**src/rtl/serial_adder_ctrl.sv**
```systemverilog
// serial_adder_ctrl: bit-serial A+B (A-B when SERIAL_SUB_EN is defined) through a halfadder-pair full-adder cell.
// Latency: done pulses WIDTH+1 cycles after the accepting edge; one op per WIDTH+1 cycles.
// Backpressure: start is accepted only in IDLE or DONE; requests while busy are dropped.
module serial_adder_ctrl #(
  parameter int WIDTH = 4
) (
  input  logic             clk,
  input  logic             rst,
  input  logic             start,
  input  logic [WIDTH-1:0] a,
  input  logic [WIDTH-1:0] b,
`ifdef SERIAL_SUB_EN
  input  logic             sub,
`endif
  output logic             busy,
  output logic             done,
  output logic [WIDTH-1:0] sum,
  output logic             carry_out
);

  localparam int CW = $clog2(WIDTH);
  localparam logic [CW-1:0] LAST = CW'(WIDTH - 1);

  typedef enum logic [1:0] {IDLE, RUN, DONE} state_t;

  state_t           state_q, state_d;
  logic [WIDTH-1:0] opa_q, opa_d;
  logic [WIDTH-1:0] opb_q, opb_d;
  logic [WIDTH-2:0] sum_sh_q, sum_sh_d;
  logic [CW-1:0]    cnt_q, cnt_d;
  logic             cin_q, cin_d;
  logic [WIDTH-1:0] sum_q, sum_d;
  logic             cout_q, cout_d;

  logic       sub_w;
  logic       accept;
  logic [1:0] ha0, ha1;
  logic       bit_s, bit_c;

`ifdef SERIAL_SUB_EN
  assign sub_w = sub;
`else
  assign sub_w = 1'b0;
`endif

  // Single-bit halfadder cell: {carry, sum}
  function automatic logic [1:0] halfadder(input logic x, input logic y);
    return {x & y, x ^ y};
  endfunction

  assign ha0    = halfadder(opa_q[0], opb_q[0]);
  assign ha1    = halfadder(ha0[0], cin_q);
  assign bit_s  = ha1[0];
  assign bit_c  = ha0[1] | ha1[1];
  assign accept = start && (state_q != RUN);

  always_comb begin
    state_d  = state_q;
    opa_d    = opa_q;
    opb_d    = opb_q;
    sum_sh_d = sum_sh_q;
    cnt_d    = cnt_q;
    cin_d    = cin_q;
    sum_d    = sum_q;
    cout_d   = cout_q;

    case (state_q)
      RUN: begin
        cin_d    = bit_c;
        sum_sh_d = (WIDTH-1)'({bit_s, sum_sh_q} >> 1);
        opa_d    = opa_q >> 1;
        opb_d    = opb_q >> 1;
        cnt_d    = cnt_q + 1'b1;
        if (cnt_q == LAST) begin
          state_d = DONE;
          sum_d   = {bit_s, sum_sh_q};
          cout_d  = bit_c;
        end
      end
      DONE:    state_d = IDLE;
      IDLE:    state_d = IDLE;
      default: state_d = IDLE;
    endcase

    // Subtraction is A + ~B + 1: invert B and seed the carry
    if (accept) begin
      state_d = RUN;
      opa_d   = a;
      opb_d   = sub_w ? ~b : b;
      cin_d   = sub_w;
      cnt_d   = '0;
    end
  end

  always_ff @(posedge clk) begin
    if (rst) begin
      state_q  <= IDLE;
      opa_q    <= '0;
      opb_q    <= '0;
      sum_sh_q <= '0;
      cnt_q    <= '0;
      cin_q    <= 1'b0;
      sum_q    <= '0;
      cout_q   <= 1'b0;
    end else begin
      state_q  <= state_d;
      opa_q    <= opa_d;
      opb_q    <= opb_d;
      sum_sh_q <= sum_sh_d;
      cnt_q    <= cnt_d;
      cin_q    <= cin_d;
      sum_q    <= sum_d;
      cout_q   <= cout_d;
    end
  end

  assign busy      = (state_q == RUN);
  assign done      = (state_q == DONE);
  assign sum       = sum_q;
  assign carry_out = cout_q;

endmodule
```
**config.mk**
```make
export PLATFORM = sky130hd
export DESIGN_NAME = serial_adder_ctrl
export DESIGN_NICKNAME = d
export VERILOG_FILES = /design/src/rtl/serial_adder_ctrl.sv
export SDC_FILE = /design/constraint.sdc
export NUM_CORES = 1
export LEC_CHECK = 0
export CAP_MARGIN = 20
export CORE_UTILIZATION = 53
export CTS_CLUSTER_SIZE = 28
export DETAILED_ROUTE_END_ITERATION = 7
export GPL_ROUTABILITY_DRIVEN = 0
export GPL_TIMING_DRIVEN = 0
export PLACE_DENSITY = 0.79
export SETUP_SLACK_MARGIN = 0.05
export SYNTH_ARGS = -nofsm -noshare
export SYNTH_HDL_FRONTEND = slang
export SYNTH_SLANG_ARGS = --single-unit
```
**constraint.sdc**
```tcl
create_clock -name clk -period 1.65 [get_ports clk]
set_input_delay 0.165 -clock clk [delete_from_list [all_inputs] [get_ports clk]]
set_output_delay 0.165 -clock clk [all_outputs]
set_load 0.02 [all_outputs]
```
# == Word-level counts from Yosys, hierarchy flattened ==
# Cells that the tools add are included.
# word_totals
regBits,21
latch_bits,0
mem_bits_rw,0
mem_bits_ro,0
elab_cells,33
n_memories,0
# op_classes
add_sub_neg,1
n_mul,0
div,0
order_cmp,0
eq_ne,5
shifts,0
mux,7
bitwise_logic,6
reduce_logical,5
# op_table
cell,n
2-to-1 mux 4 bit,4
== test 2 bit (second input constant),2
2-to-1 mux 1 bit,3
inequality test 3 x 1 -> 1 bit (second input constant),1
OR reduction 3 bit,1
adder 2 x 1 -> 2 bit (second input constant),1
AND 1 bit,2
== test 2 x 1 -> 1 bit (second input constant),1
inequality test 2 x 1 -> 1 bit (second input constant),1
AND reduction 2 bit,1
nonzero test 2 bit,1
OR reduction 2 bit,1
XOR 1 bit,2
logical AND 1 bit,1
NOT 1 bit,1
bitwise OR 1 bit,1

# == Depth between registers and ports, before layout ==
# Gate-level depths: netlist of run 1.
# logic_depth
ltp_word,4
depth_mapped,5

# == Worst setup path before layout of run 1 ==
# Ideal clock, no wire load.
# synth_timing
path_type,register to register
from,register opa_q[0]
to,"register sum_q[3], in the netlist sum[3]"
setup_time_ns,0.070
arrival_time_ns,1.024
required_ns,1.580
setup_slack_ns,0.556
stages_incl_launch_ff,4
path_cell_list,dfxtp_1 > fa_1 > nand3_1 > a21oi_1
# synth_between
elab_chain_cells,2
# synth_rtl
item,line_no,rtl
"start, declared",27,"logic [WIDTH-1:0] opa_q, opa_d;"
"start signal, assigned",107,opa_q <= opa_d;
XOR 1 bit (2 in series),48,"return {x & y, x ^ y};"
via bit_s,38,"logic bit_s, bit_c;"
"end signal, assigned",112,sum_q <= sum_d;
"end, declared",32,"logic [WIDTH-1:0] sum_q, sum_d;"
# The timed path passes the listed nets, and every way through them passes these cells.
# A chain may end at the register's enable or synchronous reset.

# == Worst setup path after layout of run 1 ==
# layout_timing
from,register state_q[0]
to,output port busy
# layout_between
elab_chain_cells,1
# layout_rtl
item,line_no,rtl
"start, declared",26,"state_t state_q, state_d;"
"start signal, assigned",106,state_q <= state_d;
== test 2 x 1 -> 1 bit,117,assign busy = (state_q == RUN);
"end, declared",15,"output logic busy,"
# Every way passes these cells.

==> run_results.csv, run 1 <==
group,metric,value,unit
timing,slew_headroom,68.60,%
synth,avgSynthCellArea,9.955,um2
timing,tightest_slew,0.4711,ns
timing,hold_viol_final,0,
worst_setup_path,start_kind,"flip-flop",
die,dieWidth,43.57,um
worst_setup_path,cp_max_fo,10,
run_status,violations,"design-rule violations",
timing,setup_viol,0,
global_routing,grt_max_degree,12,
timing,period_needed,1.534,ns
clock_network,cts_tree,"done",
clock_network,clock_latency,0.31,ns
timing,rsz0062_at_grt,"false",
global_routing,use_met2,32.24,%
layout,drive_gt1_share,14.16,%
synth,synth.distinct_cells,20,
routing,first_pass_iters,6,
die,start_util,58.75,%
run_status,outcome,"complete, but fails checks",
synth,ys_warn_count,0,
routing,ant_nets,0,
timing,fin_worst_skew,0.01146,ns
global_routing,gr-usage-all-layers,19.88,%
worst_setup_path,arrival,1.37,ns
pwr,p_leak,0.4406,nW
synth,synth_cells,92,
pwr,vdd_drop_max,697.7,uV
worst_setup_path,critical_path_class,"reg -> out",
clock_network,clock_sinks,21,
timing,fin_crit_sh,92.97,%
routing,via_per_inst,5.287,
die,die_area,1898,um2
pwr,p_per_area,839.8,nW/um2
global_routing,grt_util_met3,2.500,%
placed_design,numPortBuffers,17,
clock_network,cts_inserted_buffers,3,
global_routing,globalRouteOverflowTotal,0,
global_routing,grt_pass1_wl,2.753,mm
routing,drt_iter0_drc,13,
die,placementRows,14,
global_routing,top_usage_layer,"met2",
routing,drt-total-wl,1.621,mm
global_routing,grt_use_met1,24.67,%
routing,drc,2,
timing,fin_setup_tns,0,ns
clock_network,cts_max_level,1,
worst_setup_path,worstPathRequired,1.48,ns
layout,n_antenna_cell,0,
synth,synth.cell_area,915.9,um2
clock_network,clockRootBuffer,"clkbuf_4",
global_routing,antenna_found_initial,0,
clock_network,post_cts_buffers,0,
clock_network,clk_pin_slew_worst_paths,0.12,ns
clock_network,holdBufCountCts,0,
synth,syn_nets,105,
layout,fin_area,1131,um2
timing,final-max-slew-violation-count,0,
timing,fmax,651.9,MHz
routing,wl_per_cell,12.57,um
layout,areaGrowthSynthToFinish,23.50,%
die,coreArea,1559,um2
placed_design,dpl-instance-area,1106,um2
global_routing,grt_pass1_vias,651,
die,io_pins,18,
routing,vias,682,
synth,ys_seq_area_share,45.90,%
layout,nNetsFinal,127,
flow_run,max-cap-violations,0,
min_path,hp-class,"in -> reg",
worst_setup_path,endpoint_kind,"output pin",
placed_design,dp_hpwl,1.196,mm
synth,ys_seq_elements,21,
clock_network,cts.path.max_buffers,2,
die,die_h,43.57,um
==> per-layer routing <==
metal | wire (um) | up-vias | share of wire (%)
li1 | - | 356 | -
met1 | 728 | 306 | 45
met2 | 794 | 16 | 49
met3 | 67 | 4 | 4.1
met4 | 30 | 0 | 1.9
met5 | 0 | - | 0
==> sequential cells by signal, indices dropped and copies added, names as in the netlist <==
register,cells
state_q,2
sum_sh_q,3
cin_q,1
opa_q,4
carry_out,1
cnt_q,2
opb_q,4
sum,4
==> area by class of cell <==
type	instances	area (um2)
fillers	125	427.9
clock buffers	4	26.28
inverters	1	3.754
plain buffers	6	66.31
flip-flops and latches	21	420.4
repair buffers	17	168.9
well taps	16	20.02
multi-input cells	64	425.4
==> synthesized netlist by cell type (all sizes together) <==
library cell,count,area (um2)
dfxtp,21,420.4
nand2,14,52.55
a21oi,12,60.06
mux2i,8,80.08
nor2,7,26.28
a211oi,6,75.07
buf,5,62.55
nand3,5,25.02
nand3b,4,30.03
nand2b,3,26.27
nor3,2,10.01
and2b,1,7.510
clkbuf,1,3.750
fa,1,20.02
ha,1,12.51
inv,1,3.750
==> critical path: stages (launching register included) <==
cell and delay [ns]:
dfxtp_1 0.42, nand2b_4 0.08, inv_2 0.11, buf_6 0.15
clkdlybuf4s15_1 0.30
==> stage by stage <==
stage               hold slack, ns  power [mW]  setup WS [ns]  instances  util [%]
detailed placement          0.4481      0.7166         0.1734        125     70.95
floorplan                   0.2443      0.6642         0.5557         92         -
CTS                         0.4327      0.9602        0.07523        129     72.47
global route                0.4568      0.9822        0.05398        129     72.55
finish                      0.4376      0.9499         0.1160        129     72.55
global placement            0.4448      0.7124         0.1737        125     70.95
==> final timing paths <==
| path | from | endpoint | slack (ns) | depth (start not counted) |
|---|---|---|---|---|
| max | state_q[0]$_SDFFE_PP0P_ | busy | 0.12 | 4 |
| max reg2reg | opa_q[0]$_SDFFE_PP0P_ | sum[3]$_SDFFE_PP0P_ | 0.43 | 3 |
| min reg2reg | sum[3]$_SDFFE_PP0P_ | sum[3]$_SDFFE_PP0P_ | 0.46 | 2 |
| min | rst | opb_q[3]$_SDFFE_PP0P_ | 0.44 | 2 |
==> cells in the final DEF (no fill, tap or decap), drive strengths merged <==
| master | synthesis | routed |
|---|---|---|
| buf | 5 | 5 |
| and2b | 1 | 1 |
| nor3 | 2 | 2 |
| a21oi | 12 | 12 |
| nor2 | 7 | 7 |
| ha | 1 | 1 |
| nand3b | 4 | 4 |
| fa | 1 | 1 |
| a211oi | 6 | 6 |
| dlygate4sd2 | 0 | 1 |
| clkdlybuf4s15 | 0 | 1 |
| mux2i | 8 | 8 |
| nand2 | 14 | 14 |
| nand2b | 3 | 3 |
| inv | 1 | 1 |
| clkdlybuf4s50 | 0 | 15 |
| dfxtp | 21 | 21 |
| nand3 | 5 | 5 |
| clkbuf | 1 | 5 |
==> where the power goes <==
group          switching, mW  leakage, nW  internal [mW]  total [mW]
registers             0.0158        0.171          0.531       0.547
logic                 0.0734        0.254         0.0818       0.155
clock network          0.153       0.0150         0.0944       0.248
==> timing repair <==
| action | 4_1_cts | 5_1_grt |
|---|---|---|
| gates resized for setup | 2 | 1 |
| endpoints found under the hold margin | 0 | 0 |
| endpoints found under the setup margin | 2 | 1 |
==> kinds of logic (layout without fill, tap and decap cells) <==
logic type / Yosys count / count (layout) / synth area share (%)
flops: 21 / 21 / 45.90
buf+inv: 7 / 28 / 7.648
fa+ha+maj: 2 / 2 / 3.552
mux: 8 / 8 / 8.744
compound gates: 18 / 18 / 14.75
simple gates: 36 / 36 / 19.40
No activity file was read; power rests on OpenSTA's default activity.
==> run 2: changes to the inputs <==
--- a/config.mk
+++ b/config.mk
@@ -11,8 +11,9 @@
 export DETAILED_ROUTE_END_ITERATION = 7
 export GPL_ROUTABILITY_DRIVEN = 0
 export GPL_TIMING_DRIVEN = 0
-export PLACE_DENSITY = 0.79
+export PLACE_DENSITY_LB_ADDON = 0.1
 export SETUP_SLACK_MARGIN = 0.05
 export SYNTH_ARGS = -nofsm -noshare
 export SYNTH_HDL_FRONTEND = slang
 export SYNTH_SLANG_ARGS = --single-unit
+export TNS_END_PERCENT = 50
==> run 2 against run 1 <==
The run still ends with design-rule violations left. Clock power is essentially flat. Clock-buffer cell count is 1 lower. Cell count stayed put. Die area unchanged. Via count is 1.6% higher. Global-route usage is 0.91 points higher. Critical endpoint unchanged. Highest routed layer unchanged.
==> run_results.csv, run 2 (synthesized netlist as in run 1, its figures left out) <==
group,metric,value,unit
run_status,outcome,"complete, but fails checks",
run_status,violations,"design-rule violations",
clock_network,clockRootBuffer,"clkbuf_4",
timing,final-max-slew-violation-count,0,
timing,tightest_slew,0.4661,ns
clock_network,cts_tree,"done",
worst_setup_path,worstPathRequired,1.48,ns
clock_network,clock_sinks,21,
routing,first_pass_iters,6,
layout,areaGrowthSynthToFinish,23.91,%
timing,fin_setup_tns,0,ns
die,placementRows,14,
clock_network,clk_pin_slew_worst_paths,0.12,ns
global_routing,use_met2,35.82,%
timing,slew_headroom,68.93,%
routing,drt-total-wl,1.714,mm
die,coreArea,1559,um2
clock_network,holdBufCountCts,0,
clock_network,cts_inserted_buffers,3,
pwr,p_leak,0.4593,nW
global_routing,grt_pass1_vias,670,
global_routing,grt_pass1_wl,2.863,mm
layout,fin_util,72.79,%
pwr,p_per_area,837.7,nW/um2
clock_network,cts_max_level,1,
worst_setup_path,cp_max_fo,10,
routing,drc,4,
routing,drt_iter0_drc,9,
timing,fin_worst_skew,0.003828,ns
timing,fin_ws,0.09550,ns
placed_design,dp_worst_setup_slack,0.1699,ns
clock_network,cts.path.max_buffers,2,
timing,hold_viol_final,0,
worst_setup_path,r2r-start,"cnt_q[0]$_SDFFE_PP0N_",
die,die_h,43.57,um
routing,vias,693,
layout,n_antenna_cell,0,
layout,final_common_cell,"dfxtp_1",
global_routing,globalRouteOverflowTotal,0,
worst_setup_path,crit_chain,"nand2b_4, inv_2, buf_6, dlygate4sd2_1",
global_routing,top_usage_layer,"met2",
worst_setup_path,endpoint_kind,"output pin",
routing,via_per_inst,5.372,
die,die_area,1898,um2
placed_design,dpl-instance-area,1106,um2
timing,fin_crit_sh,94.21,%
die,start_util,58.75,%
worst_setup_path,path_buf_inv,3,
placed_design,numPortBuffers,17,
worst_setup_path,start_kind,"flip-flop",
layout,drive_gt1_share,15.04,%
worst_setup_path,critPathTopFamily,"buffers and inverters",
global_routing,gr-usage-all-layers,20.79,%
timing,setup_viol,0,
clock_network,post_cts_buffers,0,
timing,rsz0062_at_grt,"true",
global_routing,grt_max_degree,13,
global_routing,grt_use_met1,25.07,%
die,io_pins,18,
global_routing,grt_util_met3,3.750,%
layout,fin_area,1135,um2
pwr,vdd_drop_max,675.6,uV
layout,mostFrequentLayoutCells,"21 x dfxtp_1, 15 x clkdlybuf4s50_1, 14 x nand2_1",
worst_setup_path,critical_path_class,"reg -> out",
routing,wl_per_cell,13.29,um
die,dieWidth,43.57,um
flow_run,max-cap-violations,0,
worst_setup_path,startpoint,"state_q[1]$_SDFFE_PP0N_",
timing,fmax,643.3,MHz
layout,nNetsFinal,127,
placed_design,dp_hpwl,1.247,mm
clock_network,clock_latency,0.30,ns
worst_setup_path,max_stage_delay,0.34,ns
worst_setup_path,slowest_stage,"dfxtp_1",
timing,period_needed,1.555,ns
global_routing,antenna_found_initial,0,
min_path,worstHoldStart,"sum[2]$_SDFFE_PP0P_",
min_path,hp-class,"reg -> reg",
routing,ant_nets,0,
worst_setup_path,arrival,1.39,ns
[run 2: cell types whose count changed in the layout (fill, tap and decap cells not counted)]
cell	change
clkbuf_1	-1
clkdlybuf4s15_1	-1
clkinv_2	+1
dlymetal6s2s_1	+1
[run 2: what timing repair did]
| action | 4_1_cts | 5_1_grt |
|---|---|---|
| cloned | 0 | 0 |
| endpoints found under the setup margin | 2 | 2 |
| hold endpoints to repair | 0 | 0 |
| gates resized for setup | 1 | 1 |
[run 2: worst paths after layout]
kind / to / slack (ns) / cells past startpoint
max reg2reg: sum[3]$_SDFFE_PP0P_ / 0.42 / 4
min reg2reg: sum[2]$_SDFFE_PP0P_ / 0.46 / 2
max: busy / 0.1 / 4
min: sum[2]$_SDFFE_PP0P_ / 0.46 / 2
[run 2: final cells by class]
class                      count  area, um2
timing repair buffer          17      171.4
sequential                    21      420.4
tap                           16      20.02
clock inverter                 1      5.005
fill                         120      424.2
multi-input combinational     64      425.4
buffer                         6      66.31
clock buffer                   3      22.52
inverter                       1      3.754
[run 2: per-layer routing]
metal  share of wire, %  vias to the layer above
met5                  0                        -
met4               0.99                        0
met3                2.9                        2
met2                 50                       10
met1                 46                      322
li1                   -                      359
[run 2: through the flow]
stage	cells	power [mW]	hold WS, ns
after detailed placement	125	0.7165	0.4477
after floorplan	92	0.6642	0.2443
after global routing	129	0.9945	0.4679
after global placement	125	0.7120	0.4456
final	129	0.9506	0.4629
after CTS	129	0.9567	0.4648
[run 2: worst register-to-register path, stage by stage (launching register included)]
cell	delay [ns]
dfxtp_1	0.37
ha_1	0.29
nand3b_1	0.24
nand2_1	0.15
a21oi_1	0.07
[run 2: power by group]
part           leakage (nW)  internal [mW]  switching, mW
clock                0.0177         0.0903          0.158
combinational         0.270         0.0811         0.0744
sequential            0.171          0.531         0.0155
